File: config.mk
export PLATFORM = sky130hd
export DESIGN_NAME = synth_param_bus_arbiter
export DESIGN_NICKNAME = d
export VERILOG_FILES = /design/src/rtl/synth_bus_pkg.sv /design/src/rtl/synth_rr_arbiter.sv /design/src/rtl/synth_param_bus_arbiter.sv
export SDC_FILE = /design/constraint.sdc
export NUM_CORES = 1
export LEC_CHECK = 0
export BUFFER_PORTS_ARGS = -buffer_cell sky130_fd_sc_hd__buf_2
export CAP_MARGIN = 20
export CORE_UTILIZATION = 45
export DETAILED_ROUTE_END_ITERATION = 10
export PLACE_DENSITY = 0.78
export SYNTH_ARGS = -nofsm -noshare
export SYNTH_HDL_FRONTEND = slang
export SYNTH_SLANG_ARGS = --single-unit
File: constraint.sdc
create_clock -name reg_clk -period 3.8 [get_ports reg_clk]
set_clock_uncertainty 0.2 [all_clocks]
set_input_delay 0.95 -clock reg_clk [delete_from_list [all_inputs] [get_ports reg_clk]]
set_output_delay 0.95 -clock reg_clk [all_outputs]
set_load 0.01 [all_outputs]
File: src/rtl/synth_bus_pkg.sv
// Shared types and helpers for the register-bus arbiter.
// - bus_state_t : arbiter FSM states
// - PRIO_FIXED / PRIO_RR : arbitration mode selectors
// - onehot_bank() : bank index to one-hot select, zero when the bank is unmapped
package synth_bus_pkg;

  typedef enum logic [1:0] {IDLE, ISSUE, WAIT, DONE} bus_state_t;

  localparam int unsigned PRIO_FIXED = 0;
  localparam int unsigned PRIO_RR    = 1;

  // Widest bank select the helper can produce; callers truncate to their bank count.
  localparam int unsigned MAX_BANKS = 32;

  function automatic logic [MAX_BANKS-1:0] onehot_bank(input int unsigned bank,
                                                       input int unsigned num_banks);
    logic [MAX_BANKS-1:0] sel;
    sel = '0;
    if (bank < num_banks && bank < MAX_BANKS) begin
      sel = MAX_BANKS'(1) << bank;
    end
    return sel;
  endfunction

endpackage

File: src/rtl/synth_rr_arbiter.sv
// Combinational grant selection for the register-bus arbiter.
// Ports:
//   req         in  per-master request vector
//   ptr         in  round-robin start index (ignored in fixed mode)
//   grant_valid out at least one request is set
//   grant_idx   out index of the winning master
// Fixed mode: lowest set index wins. Round-robin mode: first set index at or after ptr,
// wrapping from NUM_MASTERS-1 back to 0.
module synth_rr_arbiter
  import synth_bus_pkg::*;
#(
  parameter int unsigned NUM_MASTERS = 2,
  parameter int unsigned PRIO_MODE   = PRIO_FIXED,
  parameter int unsigned IDX_W       = (NUM_MASTERS > 1) ? $clog2(NUM_MASTERS) : 1
) (
  input  logic [NUM_MASTERS-1:0] req,
  input  logic [IDX_W-1:0]       ptr,
  output logic                   grant_valid,
  output logic [IDX_W-1:0]       grant_idx
);

  always_comb begin
    int unsigned start_idx;
    int unsigned idx;
    grant_valid = 1'b0;
    grant_idx   = '0;
    idx         = 0;
    start_idx   = (PRIO_MODE == PRIO_RR) ? 32'(ptr) : 32'd0;
    for (int unsigned i = 0; i < NUM_MASTERS; i++) begin
      idx = (start_idx + i) % NUM_MASTERS;
      if (!grant_valid && req[idx]) begin
        grant_valid = 1'b1;
        grant_idx   = IDX_W'(idx);
      end
    end
  end

endmodule

File: src/rtl/synth_param_bus_arbiter.sv
// Arbitrates NUM_MASTERS register-bus masters onto the engine control bus (reg_clk domain).
// Ports:
//   reg_clk, reset_reg     clock and synchronous active-high reset
//   m_req/m_we/m_addr/m_wdata  per-master request, direction, {bank,offset}, write data
//   m_ack, m_rdata, m_err  completion pulse to winner, read data, unmapped-bank flag
//   eng_adr, eng_bank_sel, eng_wdata  offset, one-hot bank select, write data to engine
//   eng_write, eng_read    one-cycle engine strobes
//   eng_rdata              engine read data, valid READ_LAT cycles after the read strobe cycle
//   busy                   high whenever a transaction is in flight
// All outputs decode registered state only, so there is no path from m_* to eng_*.
module synth_param_bus_arbiter
  import synth_bus_pkg::*;
#(
  parameter int unsigned NUM_MASTERS = 2,
  parameter int unsigned OFS_WIDTH   = 7,
  parameter int unsigned BANK_BITS   = 3,
  parameter int unsigned NUM_BANKS   = 6,
  parameter int unsigned DATA_WIDTH  = 8,
  parameter int unsigned READ_LAT    = 2,
  parameter int unsigned PRIO_MODE   = PRIO_FIXED
) (
  input  logic                              reg_clk,
  input  logic                              reset_reg,
  input  logic [NUM_MASTERS-1:0]            m_req,
  input  logic [NUM_MASTERS-1:0]            m_we,
  input  logic [NUM_MASTERS*(BANK_BITS+OFS_WIDTH)-1:0] m_addr,
  input  logic [NUM_MASTERS*DATA_WIDTH-1:0] m_wdata,
  output logic [NUM_MASTERS-1:0]            m_ack,
  output logic [DATA_WIDTH-1:0]             m_rdata,
  output logic                              m_err,
  output logic [OFS_WIDTH-1:0]              eng_adr,
  output logic [NUM_BANKS-1:0]              eng_bank_sel,
  output logic                              eng_write,
  output logic                              eng_read,
  output logic [DATA_WIDTH-1:0]             eng_wdata,
  input  logic [DATA_WIDTH-1:0]             eng_rdata,
  output logic                              busy
);

  localparam int unsigned ADDR_W = BANK_BITS + OFS_WIDTH;
  localparam int unsigned IDX_W  = (NUM_MASTERS > 1) ? $clog2(NUM_MASTERS) : 1;
  // Counter only ever holds READ_LAT-1 down to 0.
  localparam int unsigned CNT_W  = (READ_LAT > 1) ? $clog2(READ_LAT) : 1;

  bus_state_t state_q, state_d;

  logic [IDX_W-1:0]      ptr_q;
  logic [IDX_W-1:0]      winner_q;
  logic                  we_q;
  logic                  mapped_q;
  logic [OFS_WIDTH-1:0]  ofs_q;
  logic [NUM_BANKS-1:0]  bank_sel_q;
  logic [DATA_WIDTH-1:0] wdata_q;
  logic [DATA_WIDTH-1:0] rdata_q;
  logic [CNT_W-1:0]      cnt_q;

  logic                  grant_valid;
  logic [IDX_W-1:0]      grant_idx;
  logic [ADDR_W-1:0]     sel_addr;
  logic [BANK_BITS-1:0]  sel_bank;
  logic [NUM_BANKS-1:0]  sel_bank_oh;
  logic [DATA_WIDTH-1:0] sel_wdata;

  synth_rr_arbiter #(
    .NUM_MASTERS (NUM_MASTERS),
    .PRIO_MODE   (PRIO_MODE),
    .IDX_W       (IDX_W)
  ) u_arb (
    .req         (m_req),
    .ptr         (ptr_q),
    .grant_valid (grant_valid),
    .grant_idx   (grant_idx)
  );

  // Winner's request fields, muxed out of the packed master buses.
  always_comb begin
    sel_addr    = m_addr[32'(grant_idx)*ADDR_W +: ADDR_W];
    sel_wdata   = m_wdata[32'(grant_idx)*DATA_WIDTH +: DATA_WIDTH];
    sel_bank    = sel_addr[ADDR_W-1 -: BANK_BITS];
    sel_bank_oh = NUM_BANKS'(onehot_bank(32'(sel_bank), NUM_BANKS));
  end

  // State register.
  always_ff @(posedge reg_clk) begin
    if (reset_reg) begin
      state_q <= IDLE;
    end else begin
      state_q <= state_d;
    end
  end

  // Next-state logic.
  always_comb begin
    state_d = state_q;
    unique case (state_q)
      IDLE:    if (grant_valid) state_d = ISSUE;
      ISSUE:   state_d = we_q ? DONE : WAIT;
      WAIT:    if (cnt_q == '0) state_d = DONE;
      DONE:    state_d = IDLE;
      default: state_d = IDLE;
    endcase
  end

  // Transaction latches, latency counter, read capture and round-robin pointer.
  always_ff @(posedge reg_clk) begin
    if (reset_reg) begin
      ptr_q      <= '0;
      winner_q   <= '0;
      we_q       <= 1'b0;
      mapped_q   <= 1'b0;
      ofs_q      <= '0;
      bank_sel_q <= '0;
      wdata_q    <= '0;
      rdata_q    <= '0;
      cnt_q      <= '0;
    end else begin
      unique case (state_q)
        IDLE: begin
          if (grant_valid) begin
            winner_q   <= grant_idx;
            we_q       <= m_we[grant_idx];
            mapped_q   <= (32'(sel_bank) < NUM_BANKS);
            ofs_q      <= sel_addr[OFS_WIDTH-1:0];
            bank_sel_q <= sel_bank_oh;
            wdata_q    <= sel_wdata;
          end
        end
        ISSUE: cnt_q <= CNT_W'(READ_LAT - 1);
        WAIT: begin
          if (cnt_q == '0) begin
            rdata_q <= eng_rdata;
          end else begin
            cnt_q <= cnt_q - 1'b1;
          end
        end
        DONE: begin
          ptr_q <= (32'(winner_q) == NUM_MASTERS - 1) ? '0 : winner_q + 1'b1;
        end
        default: ;
      endcase
    end
  end

  // Outputs: pure decode of registered state.
  always_comb begin
    m_ack        = '0;
    m_rdata      = '0;
    m_err        = 1'b0;
    eng_adr      = '0;
    eng_bank_sel = '0;
    eng_wdata    = '0;
    eng_write    = 1'b0;
    eng_read     = 1'b0;
    busy         = (state_q != IDLE);
    if (state_q != IDLE) begin
      eng_adr      = ofs_q;
      eng_bank_sel = bank_sel_q;
      eng_wdata    = wdata_q;
    end
    // Unmapped banks complete with normal timing but never strobe the engine.
    if (state_q == ISSUE && mapped_q) begin
      eng_write = we_q;
      eng_read  = !we_q;
    end
    if (state_q == DONE) begin
      m_ack[winner_q] = 1'b1;
      m_err           = !mapped_q;
      if (!we_q && mapped_q) begin
        m_rdata = rdata_q;
      end
    end
  end

endmodule

Word level (Yosys, flattened, before mapping)
Index checks and enable logic that the tools add are counted.
- output and inout bits: 35
- input bits: 50
- flip-flop bits (word level): 35
- logic and storage cells: 60
- $add $sub $neg: 1
- reduce and logical (&&, ||, !) cells: 13
- multipliers: 1
- bitwise logic cells: 1
- shift operators: 3
- equal/unequal tests: 5
- multiplexer cells: 23
- $lt $le $gt $ge: 4
- operators by type and width (kind ; number):
    8-bit 2-to-1 mux ; 3
    20-bit by 6-bit indexed part select with 10-bit output ; 1
    16-bit by 5-bit indexed part select with 8-bit output ; 1
    6-bit 2-to-1 mux ; 2
    1-bit 2-to-1 mux ; 11
    2-bit case mux with 4 select lines ; 1
    7-bit 2-to-1 mux ; 1
    2-bit 2-to-1 mux ; 3
    2-bit AND reduction ; 3
    1-bit by 3-bit << shifter with 6-bit output (first input constant) ; 1
    2-bit equality test (second input constant) ; 2
    1-bit logical AND ; 4
    1-bit by 2-bit less-than comparator with 1-bit output (second input constant) ; 2
    1-bit by 3-bit multiplier with 4-bit output (second input constant) ; 1
    2-bit != test (second input constant) ; 2
    2-bit nonzero test ; 2
    1-bit logical NOT ; 3
    3-bit less-than comparator (second input constant) ; 1
    2-bit by 1-bit equality test with 1-bit output (second input constant) ; 1
    2-bit logical NOT ; 1
    1-bit case mux with 2 select lines ; 1
    1-bit demux with 1-bit select ; 1
    1-bit greater-or-equal comparator (second input constant) ; 1
    1-bit inverter ; 1
    1-bit subtractor (second input constant) ; 1

Longest topological paths before layout
Gate-level depths: netlist of the first run.
- depth after elaboration: 8
- depth in mapped cells: 7
- depth with buffers taken out: 6

Cells and area by module
A second synthesis of the first run with hierarchy kept.
- cell total of the unflattened synthesis: 200
- area total of the unflattened synthesis: 1906.8 µm²
- modules (own cells, without submodules) (module ; cells an instance ; instances ; area an instance (µm²) ; sequential area each (µm²)):
    synth_param_bus_arbiter ; 198 ; 1 ; 1894.3 ; 720.7
    synth_rr_arbiter ; 2 ; 1 ; 12.5 ; 0.0

Least setup slack after synthesis of the first run
Ideal clock, no wire load.
- path type: register -> output
- start point: register state_q[0]
- end point: output eng_adr[0]
- setup slack: 1.442 ns
- stages on the path, launching flop included: 6
- required time: 2.650 ns
- data arrival time: 1.208 ns
- path buffers: 2
- path through: dfxtp_1 > inv_1 > ha_1 > buf_2 > clkbuf_1 > nor2b_1
- word-level cells in the longest chain between the ends: 2
- RTL lines (item ; RTL line ; text):
    from (decl) ; synth_param_bus_arbiter.sv:45 ; bus_state_t state_q, state_d;
    from (signal assigned) ; synth_param_bus_arbiter.sv:88 ; state_q <= state_d;
    2-bit nonzero test ; synth_param_bus_arbiter.sv:155 ; if (state_q != IDLE) begin
    7-bit 2-to-1 mux ; synth_param_bus_arbiter.sv:155 ;
    to (decl) ; synth_param_bus_arbiter.sv:31 ; output logic [OFS_WIDTH-1:0] eng_adr,
No other way between the ends.

Worst setup path after layout of the first run
- start point: register state_q[0]
- end point: output eng_wdata[1]
- word-level cells in the longest chain between the ends: 2
- RTL lines (item ; RTL line ; text):
    2-bit nonzero test ; synth_param_bus_arbiter.sv:155 ;
    8-bit 2-to-1 mux ; synth_param_bus_arbiter.sv:155 ;
    to (decl) ; synth_param_bus_arbiter.sv:35 ; output logic [DATA_WIDTH-1:0] eng_wdata,
No other way between the ends.

==> out/results.ini, run 1 <==
[hold_path]
min_from = bank_sel_q[2]
hold_depth = 2
min_path_type = flip-flop to flip-flop
hold_end = bank_sel_q[2]

[logic_synthesis]
synth_warnings = 0
syn_area_mm2 = 0.00183
postSynthCellCount = 201
synth_cell_types = 32
yosysTopAreaCellShare = 0.382
yosys_register_bits = 35
synthTopCellsByArea = dfxtp_1 (38%), mux2i_1 (14%), a211oi_1 (8.2%), nor2b_1 (8.2%), nor2_1 (7.2%)
synth_common_cells = dfxtp_1 (35), nor2_1 (35), mux2i_1 (26), nor2b_1 (24), a211oi_1 (20)
synth_area_per_cell_um2 = 9.12
yosysSeqAreaShare = 0.382
synth_top_area_cell = dfxtp_1
syn-num-nets = 255
async_reset_ff_frac = 0
synth-edff-count = 0
synth-main-ff-cell = dfxtp_1

[routing]
ant_nets = 0
drtIter0Drc = 52
wl_per_cell_um = 12.1
finalWirelength_um = 3980
via_count = 1630
drc = 0
avgViaCountPerCell = 4.95
firstDrtPassIters = 4

[floorplanning]
initial_core_util = 0.486
die_w_um = 65.8
core-area_mm2 = 0.00377
die_h_um = 65.8
rows = 22
ioPinCount = 85
fp.dieArea_mm2 = 0.00433

[setup_path]
critPathKind = flip-flop to primary output
crit_arrival_ps = 1820
crit_required_ps = 2650
cp_cell_sequence = inv_1, ha_1, buf_4, nor2b_1, buf_2
ff2ff_path_depth = 6
path_max_fanout = 18
endpoint_kind = primary output
r2r_slack_ps = 1400
reg2reg_to = wdata_q[5]
critPathSlowestCell = ha_1
max_stage_delay_ps = 570
r2r-start = state_q[0]
critPathLaunchType = flip-flop

[cts]
cts-root-buf = clkbuf_8
numCtsBuffers = 5
cts_hold_buf = 0
tritoncts = yes
post_cts_buffers = 0
clock_sinks = 35
cts_buffer_depth = 2
clk_latency_ps = 280
h-tree-depth = 2
ctsResizeCount = 0
clkTransAtPathRegs_ps = 70

[finish]
final_util = 0.613
fin_area_mm2 = 0.00231
num_antenna_cells = 0
syn_to_final_growth_pct = 26.2
nets = 334
drive_gt1_frac = 0.349

[pwr]
p_per_area_mw_per_mm2 = 578
p_leak_nw = 1.17
irDropWorstVdd_mv = 0.356
power_mw = 1.34

[grt]
antenna_found_initial = 0
grt-ovfl-total = 0
grt_pass1_vias = 1469
grt_max_degree = 37
grt_pass1_wl_um = 6410
grt_usage = 0.194

[placed_design]
io_buffer_count = 84
placed_area_mm2 = 0.00223
hpwl_um = 2990
place_congestion = 0.773

[sta]
slew_viol_final = 0
holdWs_ps = 273
finalCriticalPeriod_ps = 2970
worst_pin_slew_ps = 922
maxSlewHeadroom = 0.384
finalCritPeriodShare = 0.782
max_freq_mhz = 336
tns_ps = 0
rsz0062_at_grt = no
setup_viol = 0
hold_viol = 0

[status]
status = finished clean

[run]
maxCapViolations = 0

==> sequential cells by signal (all words and copies together) (netlist names) <==
signal / cells
rdata_q: 8
bank_sel_q: 6
winner_q: 1
mapped_q: 1
we_q: 1
wdata_q: 8
cnt_q: 1
state_q: 2
ofs_q: 7
==> stage by stage <==
stage / worst slack (ps) / std cells
2_1_floorplan: 1440 / 201
3_3_place_gp: 1210 / 321
3_5_place_dp: 1150 / 321
4_1_cts: 834 / 329
5_1_grt: 710 / 329
6_report: 828 / 329
==> placed cells by master (no fill, tap or decap), types with 2 or more instances in the layout <==
cell type,netlist,final
and2_1,9,9
dfxtp_1,35,35
a21oi_1,2,2
ha_1,4,4
o21ai_0,3,3
clkbuf_8,0,5
nor2b_1,24,24
nand2_1,5,5
mux2i_1,26,26
buf_2,3,84
a211oi_1,20,20
inv_1,5,5
clkbuf_1,6,2
nand3_1,2,2
a22oi_1,4,4
nor2_1,35,35
==> cells by family after synthesis <==
group	after synthesis	synth area share
AND/OR/NAND/NOR	82	0.236
flip-flops	35	0.382
AO/OA/AOI/OAI	34	0.141
multiplexers	28	0.154
buffers and inverters	18	0.0587
adder cells (fa/ha/maj)	4	0.0273
==> area by class of cell <==
class	count	area, µm²
Fill cell	337	1460
Multi-Input combinational cell	148	1020
Sequential cell	35	701
Timing Repair Buffer	85	428
Clock buffer	7	76.3
Tap cell	48	60.1
Inverter	5	18.8
Clock inverter	1	5.00
==> how the worst max path moves through the flow <==
stage / startpoint / endpoint / slack (ps) / cells past startpoint
finish: state_q[0] / eng_wdata[1] / 830 / 5
detailed placement: state_q[0] / eng_wdata[1] / 1150 / 5
CTS: state_q[0] / eng_wdata[1] / 830 / 5
floorplan: state_q[0] / eng_adr[0] / 1440 / 5
global route: state_q[0] / eng_wdata[1] / 710 / 5
global placement: state_q[0] / eng_adr[3] / 1210 / 5
==> metal layers <==
layer	track usage	up-vias	part of all wire
met4	0.0489	0	0.0075
met5	0	-	0
li1	-	854	-
met3	0.0603	4	0.066
met2	0.330	58	0.45
met1	0.236	714	0.47
==> critical path: cells and delay by family (launching register included) <==
kind | cells | cell delay, ps
buf+inv | 3 | 580
fa+ha+maj | 1 | 570
flops | 1 | 330
simple gates | 1 | 70
==> power by group <==
part           total, mW  internal [mW]  switching, mW
Combinational      0.567          0.232          0.335
Clock              0.252          0.128          0.123
Sequential         0.518          0.462         0.0561
Total               1.34          0.822          0.515
(Power assumes the default switching activity.)
==> run 2: changes to the inputs <==
==> constraint.sdc (replaced) <==
create_clock -name reg_clk -period 3 [get_ports reg_clk]
set_clock_uncertainty 0.2 [all_clocks]
set_input_delay 0.75 -clock reg_clk [delete_from_list [all_inputs] [get_ports reg_clk]]
set_output_delay 0.75 -clock reg_clk [all_outputs]
set_load 0.01 [all_outputs]
==> out/results.ini, run 2 (synthesis gave the netlist of run 1 again) <==
[sta]
hold_viol = 0  ; unchanged
slew_viol_final = 0  ; unchanged
finalCriticalPeriod_ps = 2430
setup_viol = 0  ; unchanged
finalCritPeriodShare = 0.809
worst_pin_slew_ps = 723  ; -199 ps
max_freq_mhz = 412
tns_ps = 0  ; unchanged
maxSlewHeadroom = 0.513  ; +0.129
rsz0062_at_grt = no

[finish]
largestRegisters = rdata_q (8), wdata_q (8), ofs_q (7)
drive_gt1_frac = 0.353  ; +0.00460
num_antenna_cells = 0  ; unchanged
syn_to_final_growth_pct = 27.0
nets = 336  ; +0.60%
layout_common_cells = buf_2 (84), nor2_1 (35), dfxtp_1 (35)
mostFrequentLayoutCell = buf_2

[routing]
ant_nets = 0  ; unchanged
avgViaCountPerCell = 4.98  ; +0.62%
wl_per_cell_um = 11.8  ; -2.2%
via_count = 1650  ; +1.2%
drtIter0Drc = 72  ; +38%
finalWirelength_um = 3910  ; -1.6%
drc = 0  ; unchanged
firstDrtPassIters = 4  ; unchanged

[placed_design]
place_congestion = 0.748  ; -3.2%
hpwl_um = 2920  ; -2.5%
io_buffer_count = 84  ; unchanged

[floorplanning]
rows = 22  ; unchanged
die_h_um = 65.8  ; unchanged
initial_core_util = 0.486  ; unchanged
ioPinCount = 85  ; unchanged
die_w_um = 65.8  ; unchanged
core-area_mm2 = 0.00377  ; unchanged
fp.dieArea_mm2 = 0.00433  ; unchanged

[pwr]
power_mw = 1.71  ; +28%
irDropWorstVdd_mv = 0.367  ; +2.9%
p_leak_nw = 1.18  ; +0.86%
p_per_area_mw_per_mm2 = 735  ; +27%

[grt]
grt_pass1_wl_um = 6540  ; +2.0%
grt-ovfl-total = 0  ; unchanged
grt_usage = 0.199  ; +0.00503
antenna_found_initial = 0  ; unchanged
grt_pass1_vias = 1513  ; +3.0%
grt_max_degree = 37  ; unchanged

[setup_path]
critPathSlowestCell = dfxtp_1
path_max_fanout = 15  ; -3
cp_cell_sequence = inv_1, ha_1, buf_4, nor2b_1, buf_2
critPathKind = flip-flop to primary output
critPathLaunchType = flip-flop
endpoint_kind = primary output
crit_required_ps = 2050  ; -600 ps
max_stage_delay_ps = 400  ; -170 ps
path_delay_family = buffers and inverters
path_buf_inv = 3  ; unchanged
crit_arrival_ps = 1480  ; -340 ps

[cts]
post_cts_buffers = 0  ; unchanged
cts_buffer_depth = 2  ; unchanged
cts-root-buf = clkbuf_8
numCtsBuffers = 5  ; unchanged
clk_latency_ps = 290  ; about the same
cts_hold_buf = 0  ; unchanged
clock_sinks = 35  ; unchanged
tritoncts = yes
h-tree-depth = 2  ; unchanged
ctsResizeCount = 0  ; unchanged
clkTransAtPathRegs_ps = 70  ; about the same

[status]
status = finished clean

[hold_path]
min_path_type = flip-flop to flip-flop

[run]
maxCapViolations = 0  ; unchanged

==> run 2: cell types whose count changed in the layout (fill, tap and decap cells not counted), sizes merged <==
cell,change
buf,+2
==> run 2: area by class of cell <==
| type | instances | area [µm²] |
|---|---|---|
| clock buffers | 7 | 76.3 |
| clock inverters | 1 | 5.00 |
| fillers | 338 | 1440 |
| inverters | 5 | 18.8 |
| multi-input cells | 148 | 1020 |
| flip-flops and latches | 35 | 701 |
| well taps | 48 | 60.1 |
| repair buffers | 87 | 443 |
==> run 2: final timing paths <==
kind                                       to  slack [ps]  cells after the start     startpoint
worst max-delay path               eng_adr[3]         570                      5     state_q[1]
worst min-delay path            bank_sel_q[2]         260                      2  bank_sel_q[2]
worst max register to register     wdata_q[5]         840                      7     state_q[0]
worst min register to register  bank_sel_q[2]         260                      2  bank_sel_q[2]
==> run 2: worst reg2reg max path, delay by kind of cell, from the launching register on <==
family	cells	cell delay [ps]
simple gates	2	650
flops	1	330
fa+ha+maj	1	200
compound gates	1	250
buf+inv	3	450
==> run 2: per-stage QoR <==
step	hold WS, ps	util	cells	setup WS [ps]	instance area (µm²)
after floorplan	227	-	201	842	1830
after global placement	246	0.596	323	826	2250
after detailed placement	251	0.596	323	798	2250
after CTS	270	0.617	331	561	2330
after global routing	316	0.617	331	451	2330
final	261	0.617	331	574	2330
==> run 2: where the power goes <==
group          switching [mW]  leakage (nW)  internal [mW]
Clock                   0.160        0.0422          0.163
Sequential             0.0704         0.288          0.585
Combinational           0.427         0.852          0.306
==> run 2: routing by layer <==
layer  share of wire  vias to the layer above  global-route usage
met5               0                        -                   0
met4           0.018                        0              0.0897
met3           0.076                        7              0.0638
met2            0.46                       63               0.342
met1            0.44                      722               0.223
li1                -                      858                   -
==> run 3: changes to the inputs <==
==> constraint.sdc (replaced) <==
create_clock -name reg_clk -period 2.3 [get_ports reg_clk]
set_clock_uncertainty 0.2 [all_clocks]
set_input_delay 0.575 -clock reg_clk [delete_from_list [all_inputs] [get_ports reg_clk]]
set_output_delay 0.575 -clock reg_clk [all_outputs]
set_load 0.01 [all_outputs]
==> out/results.ini, run 3 (synthesis gave the netlist of run 1 again) <==
[pwr]
clockPowerShare = 0.203  ; +0.014
power.internal_mw = 1.49  ; +42%
switching_share = 0.365  ; -0.0193
p_per_area_mw_per_mm2 = 979  ; +33%
power_frac_comb = 0.435  ; +0.007
p_leak_nw = 1.22  ; +2.9%
switching_power_mw = 0.858  ; +30%
irDropWorstVdd_mv = 0.442  ; +20%
pwr-share-seq = 0.362  ; -0.021

[run]
maxCapViolations = 0  ; unchanged

[floorplanning]
die_h_um = 65.8  ; unchanged
die_w_um = 65.8  ; unchanged
core-area_mm2 = 0.00377  ; unchanged
ioPinCount = 85  ; unchanged
rows = 22  ; unchanged
fp.dieArea_mm2 = 0.00433  ; unchanged
initial_core_util = 0.486  ; unchanged

[placed_design]
placedCellCount = 326  ; +0.93%
post-place-ws_ps = 370  ; -427 ps
io_buffer_count = 84  ; unchanged
hpwl_um = 2930  ; +0.27%
placed_area_mm2 = 0.00229  ; +2.1%
place_congestion = 0.722  ; -3.4%

[grt]
grt_max_degree = 32  ; -14%
antenna_found_initial = 0  ; unchanged
grt_pass1_wl_um = 6620  ; +1.2%
grtUsageMet2 = 0.342  ; unchanged
grt.met1_usage = 0.236  ; +0.0134
gr-usage-met3 = 0.0638  ; unchanged
grt_pass1_vias = 1526  ; +0.86%
grt-ovfl-total = 0  ; unchanged
grt_usage = 0.201  ; +0.00124
grt_busiest_layer = met2

[cts]
clkTransAtPathRegs_ps = 70  ; about the same
h-tree-depth = 2  ; unchanged
post_cts_buffers = 0  ; unchanged
cts_buffer_depth = 2  ; unchanged
clock_sinks = 35  ; unchanged
cts_hold_buf = 0  ; unchanged
clk_latency_ps = 280  ; about the same
tritoncts = yes
cts-root-buf = clkbuf_8
numCtsBuffers = 5  ; unchanged

[finish]
syn_to_final_growth_pct = 30.9
largestRegisters = rdata_q (8), wdata_q (8), ofs_q (7)
fin_area_mm2 = 0.00240  ; +3.1%
multiInputGateArea_mm2 = 0.00103  ; +0.24%
layout_common_cells = buf_2 (84), nor2_1 (35), dfxtp_1 (33)
drive_gt1_frac = 0.374  ; +0.0208
fillCellCount = 332  ; -1.8%
nets = 339  ; +0.89%
mostFrequentLayoutCell = buf_2
final_util = 0.636  ; +0.0189
fin_cells = 334  ; +0.91%
num_antenna_cells = 0  ; unchanged
register_area_um2 = 703  ; +0.36%

[sta]
setup_viol = 0  ; unchanged
rsz0062_at_grt = no
slew_viol_final = 0  ; unchanged
layout_setup_ws_ps = 120  ; -454 ps
tns_ps = 0  ; unchanged
finalCritPeriodShare = 0.948
worst_pin_slew_ps = 671  ; -52.1 ps
max_freq_mhz = 459
maxSlewHeadroom = 0.548  ; +0.0351
finalCriticalPeriod_ps = 2180
hold_viol = 0  ; unchanged

[routing]
drc = 0  ; unchanged
avgViaCountPerCell = 4.85  ; -2.6%
finalWirelength_um = 3890  ; -0.61%
drtIter0Drc = 32  ; -56%
wl_per_cell_um = 11.6  ; -1.5%
firstDrtPassIters = 4  ; unchanged
via_count = 1621  ; -1.8%
ant_nets = 0  ; unchanged

[setup_path]
critPathKind = flip-flop to primary output
cp_cell_sequence = inv_1, ha_1, buf_12, nor2b_1, buf_2
max_stage_delay_ps = 340  ; -60 ps
crit_required_ps = 1520  ; -530 ps
r2r-start = state_q[0]
startpoint = state_q[0]
crit_arrival_ps = 1410  ; -70 ps
path_max_fanout = 31  ; +16
critPathLaunchType = flip-flop
critPathSlowestCell = dfxtp_2
endpoint_kind = primary output

[hold_path]
min_from = bank_sel_q[2]
min_path_type = flip-flop to flip-flop

[status]
status = finished clean

[run 3: changes by cell type in the layout (fill, tap and decap cells not counted), sizes merged]
| cell | before | now |
|---|---|---|
| clkinv | 1 | 0 |
| clkbuf | 7 | 8 |
| buf | 87 | 90 |
[run 3: repair_timing]
item                                    4_1_cts  5_1_grt
hold endpoints to repair                      0        0
endpoints found under the setup margin        0       17
gates resized for setup                       0        3
[run 3: worst paths after layout]
path                            cells after the start              end  slack (ps)
worst max register to register                      8             we_q         340
worst min-delay path                                2    bank_sel_q[2]         260
worst max-delay path                                5  eng_bank_sel[5]         120
worst min register to register                      2    bank_sel_q[2]         260
[run 3: routing by layer]
metal | share of wire | wire [µm]
met5 | 0 | 0
met4 | 0.0046 | 18
met3 | 0.061 | 239
met2 | 0.47 | 1850
met1 | 0.46 | 1780
[run 3: power groups by stage]
stage	logic [mW]	clock network (mW)	registers (mW)
after floorplan	0.710	0	0.838
after global placement	1.01	0	0.854
after detailed placement	1.02	0	0.861
after CTS	1.03	0.494	0.848
after global routing	1.15	0.522	0.873
final	1.02	0.476	0.851
[run 3: critical path: cells and delay by family (launching register included)]
kind / cells / cell delay (ps)
buf+inv: 3 / 400
flops: 1 / 340
fa+ha+maj: 1 / 230
simple gates: 1 / 140
[run 3: layout make-up]
type | count | area share
Multi-Input combinational cell | 148 | 0.428
Sequential cell | 35 | 0.293
Timing Repair Buffer | 90 | 0.204
Clock buffer | 8 | 0.0417
Tap cell | 48 | 0.0250
Inverter | 5 | 0.00782
[run 3: per-stage QoR]
stage                     power [mW]  hold slack, ps
after global routing            2.54             271
after CTS                       2.37             260
after floorplan                 1.55             227
after global placement          1.87             241
after detailed placement        1.88             247
final                           2.35             258
